===== src/rtl/mxm_seq_if.sv =====
// Memory-read and result-stream bundle for mxm_seq; master is the sequencer,
// slave is the A/X memories plus the Y consumer.
interface mxm_seq_if #(
  parameter int W = 8,
  parameter int M = 4,
  parameter int N = 8,
  parameter int P = 4
);
  localparam int AAW = (M * N > 1) ? $clog2(M * N) : 1;
  localparam int XAW = (N * P > 1) ? $clog2(N * P) : 1;
  localparam int RW  = (M > 1) ? $clog2(M) : 1;
  localparam int CW  = (P > 1) ? $clog2(P) : 1;

  logic           start;
  logic [AAW-1:0] a_addr;
  logic [XAW-1:0] x_addr;
  logic           rd_en;
  logic [W-1:0]   a_data;
  logic [W-1:0]   x_data;
  logic [W-1:0]   y_data;
  logic [RW-1:0]  y_row;
  logic [CW-1:0]  y_col;
  logic           y_valid;
  logic           y_ready;
  logic           busy;
  logic           done;

  modport master (
    input  start, a_data, x_data, y_ready,
    output a_addr, x_addr, rd_en, y_data, y_row, y_col, y_valid, busy, done
  );

  modport slave (
    output start, a_data, x_data, y_ready,
    input  a_addr, x_addr, rd_en, y_data, y_row, y_col, y_valid, busy, done
  );
endinterface


===== src/rtl/mxm_seq.sv =====
// Sequential (MxN)x(NxP) matrix product: one MAC per cycle, first result N+2 cycles after start.
// A full output register stalls only the k=N-1 issue; earlier issues of a dot product always proceed.
module mxm_seq #(
  parameter int W = 8,
  parameter int M = 4,
  parameter int N = 8,
  parameter int P = 4
) (
  input  logic       clk,
  input  logic       rst,
  mxm_seq_if.master  bus
);
  localparam int AAW = (M * N > 1) ? $clog2(M * N) : 1;
  localparam int XAW = (N * P > 1) ? $clog2(N * P) : 1;
  localparam int RW  = (M > 1) ? $clog2(M) : 1;
  localparam int CW  = (P > 1) ? $clog2(P) : 1;
  localparam int KW  = $clog2(N);

  typedef enum logic [1:0] {S_IDLE, S_RUN, S_DRAIN, S_DONE} state_t;

  state_t        r_state;
  logic [RW-1:0] r_i;
  logic [CW-1:0] r_j;
  logic [KW-1:0] r_k;
  logic          r_busy;
  logic          r_done;

  logic          r_p_vld;
  logic          r_p_first;
  logic          r_p_last;
  logic [RW-1:0] r_p_row;
  logic [CW-1:0] r_p_col;
  logic [W-1:0]  r_acc;
  logic [W-1:0]  r_y_data;
  logic [RW-1:0] r_y_row;
  logic [CW-1:0] r_y_col;
  logic          r_y_valid;

  logic          w_k_last;
  logic          w_j_last;
  logic          w_i_last;
  logic          w_stall;
  logic          w_issue;
  logic          w_xfer;
  logic          w_final_xfer;
  logic [W-1:0]  w_prod;
  logic [W-1:0]  w_sum;

  assign w_k_last     = (r_k == KW'(N - 1));
  assign w_j_last     = (r_j == CW'(P - 1));
  assign w_i_last     = (r_i == RW'(M - 1));
  // The stall input is y_ready itself, so the read strobe has to be combinational.
  assign w_stall      = w_k_last && r_y_valid && !bus.y_ready;
  assign w_issue      = (r_state == S_RUN) && !w_stall;
  assign w_xfer       = r_y_valid && bus.y_ready;
  assign w_final_xfer = w_xfer && (r_y_row == RW'(M - 1)) && (r_y_col == CW'(P - 1));

  assign w_prod = bus.a_data * bus.x_data;
  assign w_sum  = (r_p_first ? '0 : r_acc) + w_prod;

  assign bus.rd_en   = w_issue;
  assign bus.a_addr  = w_issue ? AAW'(int'(r_i) * N + int'(r_k)) : '0;
  assign bus.x_addr  = w_issue ? XAW'(int'(r_k) * P + int'(r_j)) : '0;
  assign bus.y_data  = r_y_data;
  assign bus.y_row   = r_y_row;
  assign bus.y_col   = r_y_col;
  assign bus.y_valid = r_y_valid;
  assign bus.busy    = r_busy;
  assign bus.done    = r_done;

  always_ff @(posedge clk) begin
    if (rst) begin
      r_state <= S_IDLE;
      r_i     <= '0;
      r_j     <= '0;
      r_k     <= '0;
      r_busy  <= 1'b0;
      r_done  <= 1'b0;
    end else begin
      case (r_state)
        S_IDLE: begin
          r_done <= 1'b0;
          if (bus.start) begin
            r_state <= S_RUN;
            r_busy  <= 1'b1;
            r_i     <= '0;
            r_j     <= '0;
            r_k     <= '0;
          end
        end
        S_RUN: begin
          if (w_issue) begin
            if (w_k_last) begin
              r_k <= '0;
              if (w_j_last) begin
                r_j <= '0;
                r_i <= w_i_last ? '0 : r_i + 1'b1;
                if (w_i_last) r_state <= S_DRAIN;
              end else begin
                r_j <= r_j + 1'b1;
              end
            end else begin
              r_k <= r_k + 1'b1;
            end
          end
        end
        S_DRAIN: begin
          if (w_final_xfer) begin
            r_state <= S_DONE;
            r_busy  <= 1'b0;
            r_done  <= 1'b1;
          end
        end
        S_DONE: begin
          r_done  <= 1'b0;
          r_state <= S_IDLE;
        end
        default: r_state <= S_IDLE;
      endcase
    end
  end

  // Read data lands one cycle after the issue; tags travel alongside it.
  always_ff @(posedge clk) begin
    if (rst) begin
      r_p_vld   <= 1'b0;
      r_p_first <= 1'b0;
      r_p_last  <= 1'b0;
      r_p_row   <= '0;
      r_p_col   <= '0;
      r_acc     <= '0;
      r_y_data  <= '0;
      r_y_row   <= '0;
      r_y_col   <= '0;
      r_y_valid <= 1'b0;
    end else begin
      r_p_vld   <= w_issue;
      r_p_first <= (r_k == '0);
      r_p_last  <= w_k_last;
      r_p_row   <= r_i;
      r_p_col   <= r_j;
      if (r_p_vld) r_acc <= w_sum;
      if (r_p_vld && r_p_last) begin
        r_y_data  <= w_sum;
        r_y_row   <= r_p_row;
        r_y_col   <= r_p_col;
        r_y_valid <= 1'b1;
      end else if (w_xfer) begin
        r_y_valid <= 1'b0;
      end
    end
  end
endmodule


===== src/flat_wrapper.sv =====
// flat-port wrapper written by rule: the top's interface ports become plain ports
module mxm_seq_flat 
#(
  parameter int W = 8,
  parameter int M = 4,
  parameter int N = 8,
  parameter int P = 4
)
  (clk, rst, bus_start, bus_a_data, bus_x_data, bus_y_ready, bus_a_addr, bus_x_addr, bus_rd_en, bus_y_data, bus_y_row, bus_y_col, bus_y_valid, bus_busy, bus_done);
  mxm_seq_if #(.W(W), .M(M), .N(N), .P(P)) bus_i ();
  input  logic clk;
  input  logic rst;
  input wire logic [$bits(bus_i.start)-1:0] bus_start;
  input wire logic [$bits(bus_i.a_data)-1:0] bus_a_data;
  input wire logic [$bits(bus_i.x_data)-1:0] bus_x_data;
  input wire logic [$bits(bus_i.y_ready)-1:0] bus_y_ready;
  output wire logic [$bits(bus_i.a_addr)-1:0] bus_a_addr;
  output wire logic [$bits(bus_i.x_addr)-1:0] bus_x_addr;
  output wire logic [$bits(bus_i.rd_en)-1:0] bus_rd_en;
  output wire logic [$bits(bus_i.y_data)-1:0] bus_y_data;
  output wire logic [$bits(bus_i.y_row)-1:0] bus_y_row;
  output wire logic [$bits(bus_i.y_col)-1:0] bus_y_col;
  output wire logic [$bits(bus_i.y_valid)-1:0] bus_y_valid;
  output wire logic [$bits(bus_i.busy)-1:0] bus_busy;
  output wire logic [$bits(bus_i.done)-1:0] bus_done;
  assign bus_i.start = bus_start;
  assign bus_i.a_data = bus_a_data;
  assign bus_i.x_data = bus_x_data;
  assign bus_i.y_ready = bus_y_ready;
  assign bus_a_addr = bus_i.a_addr;
  assign bus_x_addr = bus_i.x_addr;
  assign bus_rd_en = bus_i.rd_en;
  assign bus_y_data = bus_i.y_data;
  assign bus_y_row = bus_i.y_row;
  assign bus_y_col = bus_i.y_col;
  assign bus_y_valid = bus_i.y_valid;
  assign bus_busy = bus_i.busy;
  assign bus_done = bus_i.done;
  mxm_seq #(.W(W), .M(M), .N(N), .P(P)) u_core (.clk(clk), .rst(rst), .bus(bus_i));
endmodule

===== config.mk =====
export PLATFORM = sky130hd
export DESIGN_NAME = mxm_seq_flat
export DESIGN_NICKNAME = d
export VERILOG_FILES = /design/src/rtl/mxm_seq_if.sv /design/src/rtl/mxm_seq.sv /design/src/flat_wrapper.sv
export SDC_FILE = /design/constraint.sdc
export NUM_CORES = 1
export LEC_CHECK = 0
export CORE_MARGIN = 10
export CORE_UTILIZATION = 40
export DETAILED_ROUTE_END_ITERATION = 10
export GPL_TIMING_DRIVEN = 0
export PLACE_DENSITY = 0.65
export SYNTH_ARGS = -nofsm -noshare
export SYNTH_HDL_FRONTEND = slang
export SYNTH_SLANG_ARGS = --single-unit

===== constraint.sdc =====
create_clock -name clk -period 10.95 [get_ports clk]
set_input_delay 1.6425 -clock clk [delete_from_list [all_inputs] [get_ports clk]]
set_output_delay 1.6425 -clock clk [all_outputs]
set_load 0.01 [all_outputs]

======== Word-level counts from Yosys, hierarchy flattened ========
Index checks and enable logic that the tools add are counted.
W data, S select, Z words.
storage, ports and cells
  memories kept ........................... 0
  memory bits (read-only) ................. 0
  input bits .............................. 20
  bits in writable memories ............... 0
  register bits ........................... 39
  bits in latches ......................... 0
  output and inout bits ................... 26
operators by class
  eq/ne operators ......................... 14
  divide/modulo/power cells ............... 0
  shifts and indexed selects .............. 0
  muxes and demuxes ....................... 31
  multipliers ............................. 1
  $add $sub $neg .......................... 6
  reductions and logical operators ........ 22
  magnitude comparators ................... 0
  bitwise logic cells ..................... 0
operator list
  operator               count
  $mux W2                14
  $eq A2 B2 Y1 const B   6
  $mux W5                2
  $ne A2 B1 Y1 const B   5
  $mux W3                3
  $add A8 B8 Y8          1
  $mul A8 B8 Y8          1
  $mux W8                1
  $pmux W2 S2            2
  $pmux W2 S4            1
  $reduce_bool A2 Y1     4
  $logic_and A1 B1 Y1    7
  $pmux W3 S2            1
  $reduce_and A3 Y1      2
  $reduce_and A6 Y1      1
  $add A5 B2 Y5          1
  $add A5 B3 Y5          1
  $mux W1                5
  $reduce_and A5 Y1      1
  $add A2 B1 Y2 const B  2
  $pmux W1 S2            2
  $reduce_and A4 Y1      1
  $add A3 B1 Y3 const B  1
  $eq A3 B3 Y1 const B   1
  7 further kinds        8

======== Longest topological paths before layout ========
Gate-level depths: netlist of run 1.
  word-level depth ........................ 7
  depth in mapped cells ................... 15

======== Least setup slack after synthesis of run 1 ========
Ideal clock, no wire load.
  kind .................................... input to register
  start point ............................. input bus_a_data[5]
  end point ............................... register u_core.r_y_data[7], in the netlist u_core.bus.y_data[7]
  data required time ...................... 10864 ps
  arrival time ............................ 4923 ps
  cell stages on the path ................. 13
  path slack .............................. 5941 ps
  cell sequence ........................... nand2_1 -> fa_1 -> inv_1 -> fa_1 -> inv_1 -> fa_1 -> fa_1 -> inv_1 -> ha_1 -> a21oi_1 -> xnor2_4 -> xnor2_1 -> a211oi_1
on the way
  cells in the longest elaborated chain, start to end .. 2
ends and longest elaborated chain
  element               line                text
  from (decl)           flat_wrapper.sv:14  input wire logic [$bits(bus_i.a_data)-1:0] bus_a_data;
  $mul A8 B8 Y8         mxm_seq.sv:58       assign w_prod = bus.a_data * bus.x_data;
  $add A8 B8 Y8         mxm_seq.sv:59       assign w_sum = (r_p_first ? '0 : r_acc) + w_prod;
  to (signal assigned)  mxm_seq.sv:144      r_y_data <= w_sum;
  to (decl)             mxm_seq.sv:34       logic [W-1:0] r_y_data;
Every way passes these cells.
A chain may end at the register's enable or synchronous reset.

======== Worst setup path in the final report of run 1 ========
  start point ............................. input bus_x_data[1]
  end point ............................... register u_core.r_y_data[7], in the netlist u_core.bus.y_data[7]
on the way
  cells in the longest elaborated chain, start to end .. 2
ends and longest elaborated chain
  element        line                text
  from (decl)    flat_wrapper.sv:15  input wire logic [$bits(bus_i.x_data)-1:0] bus_x_data;
  $mul A8 B8 Y8  mxm_seq.sv:58
  $add A8 B8 Y8  mxm_seq.sv:59
Every way passes these cells.

==> results of run 1 <==
[metal layers]
layer	track usage (%)	part of all wire [%]	routed length, um
met5	0	0	0
met4	3.69	1.4	85
met3	3.75	5.7	350
met2	21.6	49	3040
met1	14.3	44	2720
[Yosys cell counts, drive strengths merged, types with 3 or more instances]
cell type   n  area share [%]
buf         5             1.5
dfxtp      39              29
a21oi      21             3.9
fa         18              13
ha         25              11
nor2       24             3.3
a211oi      5             1.4
nor3        4            0.73
xor2        4             1.3
xnor2      13             5.1
nand2      52             7.3
clkbuf      5             1.4
o21ai       3            0.55
nand2b      8             1.8
nor2b       9             2.1
and2       15             3.5
nand3       3            0.55
inv        42             5.8
mux2i       8             2.9
[kinds of logic (layout without fill, tap and decap cells)]
group	Yosys count	count (layout)
AO/OA/AOI/OAI	35	35
XOR/XNOR	18	18
adder cells (fa/ha/maj)	43	43
buffers and inverters	52	105
flip-flops	39	39
multiplexers	8	8
AND/OR/NAND/NOR	119	119
[path summary, 6_finish.rpt]
| check | to | cells after the start | slack (ps) |
|---|---|---|---|
| max | u_core.bus.y_data[7] | 15 | 5360 |
| max reg2reg | u_core.bus.y_data[7] | 14 | 6940 |
| min | u_core.bus.y_row[1] | 2 | 440 |
| min reg2reg | u_core.bus.y_row[1] | 2 | 440 |
[through the flow]
| step | instances | utilization, % | cell area, um2 | setup WS (ps) |
|---|---|---|---|---|
| 2_1_floorplan | 314 | - | 2730 | 5940 |
| 3_3_place_gp | 439 | 48.8 | 3280 | 5030 |
| 3_5_place_dp | 439 | 48.8 | 3280 | 5000 |
| 4_1_cts | 447 | 50.7 | 3410 | 5300 |
| 5_1_grt | 447 | 50.7 | 3410 | 5180 |
| 6_report | 447 | 50.7 | 3410 | 5360 |
[flip-flops by register name, indices dropped and copies added, names as in the netlist]
register            flops
u_core.r_j              2
u_core.r_p_vld          1
u_core.bus.busy         1
u_core.bus.y_valid      1
u_core.r_state          2
u_core.bus.y_col        2
u_core.r_p_row          2
u_core.bus.done         1
u_core.r_i              2
u_core.r_p_first        1
u_core.r_p_col          2
u_core.r_p_last         1
u_core.bus.y_data       8
u_core.r_k              3
u_core.bus.y_row        2
u_core.r_acc            8
[critical path, delay by kind of cell]
| kind | cells | cell delay (ps) |
|---|---|---|
| AO/OA/AOI/OAI | 3 | 800 |
| XOR/XNOR | 2 | 280 |
| adder cells (fa/ha/maj) | 5 | 2160 |
| buffers and inverters | 4 | 790 |
| AND/OR/NAND/NOR | 1 | 140 |
[power groups by stage]
stage          Combinational, mW  Clock (mW)  Sequential [mW]
4_1_cts                    0.287       0.145            0.173
2_1_floorplan              0.212           0            0.174
6_report                   0.283       0.142            0.173
3_3_place_gp               0.281           0            0.175
3_5_place_dp               0.283           0            0.176
5_1_grt                    0.322       0.151            0.175
[area by class of cell]
type / count / area, um2
Buffer: 10 / 80.1
Clock buffer: 6 / 72.6
Clock inverter: 2 / 60.1
Fill cell: 644 / 3310
Inverter: 42 / 158
Multi-Input combinational cell: 223 / 1710
Sequential cell: 39 / 781
Tap cell: 80 / 100
Timing Repair Buffer: 45 / 450
==> impl_metrics.ini, run 1 <==
[placement]
gp_congestion = 0.858
numPortBuffers = 45
dpl.hpwl_um = 4940

[cts]
cts_hold_buf = 0
cts_tree = done
cts_root_buf = clkbuf_8
post-cts-setup-buffers = 0
cts_resized = 0
cts_buffer_depth = 2
h-tree-depth = 2
cts.sinks = 39
clkTransAtPathRegs_ps = 80
insertion_delay_ps = 290
cts_made_buffers = 5

[min_path]
min_path_type = flop to flop
min_from = u_core.r_p_row[1]

[global_routing]
antenna_found_initial = 0
grt_pass1_wl_um = 10400
grt_max_degree = 13
grt_pass1_vias = 2219
grt_use_total_pct = 12.4
grt_overflow_total = 0

[power]
power_frac_clock_pct = 23.8
internal-power_mw = 0.384
power.share.combinational_pct = 47.3
power.switching_mw = 0.214
leakage_nw = 1.47
swShare_pct = 35.8
peakVddDrop_mv = 0.0995
p_seq_share_pct = 28.9
power_density_mw_per_mm2 = 175
total_power_mw = 0.598

[synthesis]
netlist_instances = 314
synthesis.nets = 377
ys_warn_count = 0
ys_seq_area_share_pct = 28.7
ys_ff_latch = 39
synth_adder_area_share_pct = 24.7
synth-xor-area-share_pct = 7.25
syn_area_per_cell_um2 = 8.68
synth.distinct_cells = 35
synth_area_mm2 = 0.00273
synth_top_family_by_area = adder cells
synth_compound_area_share_pct = 7.48
yosys.area_share.simple_pct = 20.2
async_flop_share_pct = 0
synthMuxAreaShare_pct = 2.94
synth_edf_count = 0
synth_ff_type = dfxtp_1

[die]
dieArea_mm2 = 0.0105
rows = 30
start_util_pct = 40.6
fp.dieW_um = 103
die_y_um = 103
core_mm2 = 0.00672
ioPinCount = 46

[timing]
holdWs_ps = 436
fin_crit_sh_pct = 51.1
rsz0062_at_grt = false
finalSetupTns_ps = 0
setup_violations = 0
tightestPinTransition_ps = 681
hold_viol_final = 0
fmax_mhz = 179
period_minus_slack_ps = 5590
slew_viol_final = 0
relSlewSlack_pct = 54.6
finClkSkew_ps = 8.06

[drt]
drt-total-wl_um = 6190
wl_per_cell_um = 13.9
first_iter_violations = 52
vias = 2156
drc = 0
dr.pass1.iters = 4
viasPerCell = 4.82
drtAntennaViolNets = 0

[worst_setup_path]
cp.required_ps = 11160
crit_type = input port to flop
start_kind = input port
crit_fanout = 7
path_cells = clkdlybuf4s50_1, nand2_1, fa_1, inv_1, fa_1, ha_1, inv_1, fa_1, inv_1, ha_1, a21o_1, a21oi_1, xnor2_4, xnor2_1, a211oi_1
setup.worst_path.end_class = flop
cp-startpoint = bus_x_data[1]
arrival_ps = 5800
crit_slowest_cell = clkdlybuf4s50_1
max_stage_delay_ps = 620
reg2reg_from = u_core.r_p_first

[run]
drv_cap = 0

[cells_and_area]
final_common_cell = nand2_1
nets = 429
n_antenna_cell = 0
final_cell_mix = nand2_1 (51), clkdlybuf4s50_1 (45), inv_1 (41)
syn2layout_area_growth_pct = 25.1
drive_gt1_share_pct = 5.45

[outcome]
outcome = finished clean
Note: power is estimated with default switching activity, not from simulation.
==> run 2, diff against run 1 <==
Settings changed: PLACE_DENSITY 0.65 to 0.67.
Clock period 10.95 ns to 5.07 ns, I/O delays scaled along.
==> run 2 against run 1 <==
Against the previous run: clock power is 89% higher; non-clock buffer count stayed put; wire length is 0.42% higher; critical path depth is 1 lower; combinational power is 120% higher; sequential power is 120% higher; critical path type unchanged; critical endpoint is now u_core.r_acc[7]; largest power group unchanged.
==> impl_metrics.ini, run 2 (same netlist as run 1, synthesis figures left out) <==
[outcome]
outcome = finished clean

[run]
drv_cap = 0

[cells_and_area]
n_antenna_cell = 0
syn2layout_area_growth_pct = 24.5
fin_area_mm2 = 0.00339
drive_gt1_share_pct = 5.72
nets = 429
stdcell_count = 447
final_core_utilization_pct = 50.5
final_common_cell = nand2_1
final_cell_mix = nand2_1 (51), clkdlybuf4s50_1 (45), inv_1 (41)
n_fill_cell = 653

[die]
die_y_um = 103
core_mm2 = 0.00672
ioPinCount = 46
rows = 30
dieArea_mm2 = 0.0105
fp.dieW_um = 103
start_util_pct = 40.6

[timing]
fmax_mhz = 209
rsz0062_at_grt = false
hold_viol_final = 0
tightestPinTransition_ps = 697
finalSetupTns_ps = 0
finClkSkew_ps = 2.74
fin_crit_sh_pct = 94.4
period_minus_slack_ps = 4790
relSlewSlack_pct = 53.6
setup_violations = 0
slew_viol_final = 0

[power]
total_power_mw = 1.26
power_density_mw_per_mm2 = 373
power.share.combinational_pct = 49.4
leakage_nw = 1.47
internal-power_mw = 0.792
swShare_pct = 37.3
peakVddDrop_mv = 0.300
p_seq_share_pct = 29.4
power.switching_mw = 0.472
power_frac_clock_pct = 21.2

[cts]
cts_tree = done
cts_buffer_depth = 2
insertion_delay_ps = 290
cts_root_buf = clkbuf_8
cts_hold_buf = 0
clkTransAtPathRegs_ps = 80
cts.sinks = 39
cts_resized = 0
h-tree-depth = 2
post-cts-setup-buffers = 0
cts_made_buffers = 5

[placement]
gp_congestion = 0.873
dpl.hpwl_um = 4960
numPortBuffers = 45
placed_area_mm2 = 0.00328
dp_cells = 439

[global_routing]
grt_pass1_vias = 2310
grt_overflow_total = 0
antenna_found_initial = 0
grt_max_degree = 13
use_met3_pct = 3.28
grt_pass1_wl_um = 10700
busiest_layer = met2
use_met1_pct = 14.4
grt_util_met2_pct = 22.6
grt_use_total_pct = 12.6

[drt]
first_iter_violations = 51
drtAntennaViolNets = 0
wl_per_cell_um = 13.9
drc = 0
vias = 2204
viasPerCell = 4.93
drt-total-wl_um = 6220
dr.pass1.iters = 6

[worst_setup_path]
cp.required_ps = 5280
crit_type = input port to flop
crit_fanout = 8
arrival_ps = 5000
setup.worst_path.end_class = flop
start_kind = input port

[min_path]
min_path_type = flop to flop
[run 2: area by class of cell]
type / count / area [um2] / area share [%]
Buffer: 10 / 80.1 / 2.36
Tap cell: 80 / 100 / 2.95
Timing Repair Buffer: 45 / 450 / 13.3
Sequential cell: 39 / 781 / 23.0
Clock buffer: 6 / 82.6 / 2.43
Inverter: 42 / 158 / 4.65
Clock inverter: 2 / 35.0 / 1.03
Multi-Input combinational cell: 223 / 1710 / 50.3
[run 2: worst max-delay path, stage by stage]
cell and delay, ps:
clkdlybuf4s50_1 650, nand2_1 120, fa_1 510, inv_1 50, fa_1 500, inv_1 50, fa_1 480, fa_1 560
inv_1 50, ha_1 310, a21oi_1 430, xnor2_4 130, xnor2_1 170, a211oi_1 230
[run 2: path summary, 6_finish.rpt]
check	startpoint	to	slack, ps	cells after the start
worst max-delay path	bus_x_data[0]	u_core.r_acc[7]	280	14
worst min register to register	u_core.r_p_col[1]	u_core.bus.y_col[1]	440	2
worst min-delay path	u_core.r_p_col[1]	u_core.bus.y_col[1]	440	2
worst max register to register	u_core.r_p_first	u_core.r_acc[7]	1000	13
[run 2: metrics by stage]
step           hold slack [ps]  setup WS, ps
2_1_floorplan              415           943
3_3_place_gp               422         -37.7
3_5_place_dp               429         -79.5
4_1_cts                    437           226
5_1_grt                    452          67.6
6_report                   437           283
[run 2: layer usage]
metal	wire (um)	part of all wire [%]	up-vias
met3	318	5.1	13
met4	91	1.5	0
met2	3170	51	54
met1	2640	42	1048
li1	-	-	1089
met5	0	0	-
[run 2: power groups by stage]
stage | Clock, mW | Combinational [mW] | Sequential (mW)
after global routing | 0.288 | 0.703 | 0.379
after floorplan | 0 | 0.458 | 0.376
final | 0.269 | 0.624 | 0.372
after CTS | 0.275 | 0.631 | 0.372
after global placement | 0 | 0.615 | 0.378
after detailed placement | 0 | 0.622 | 0.379
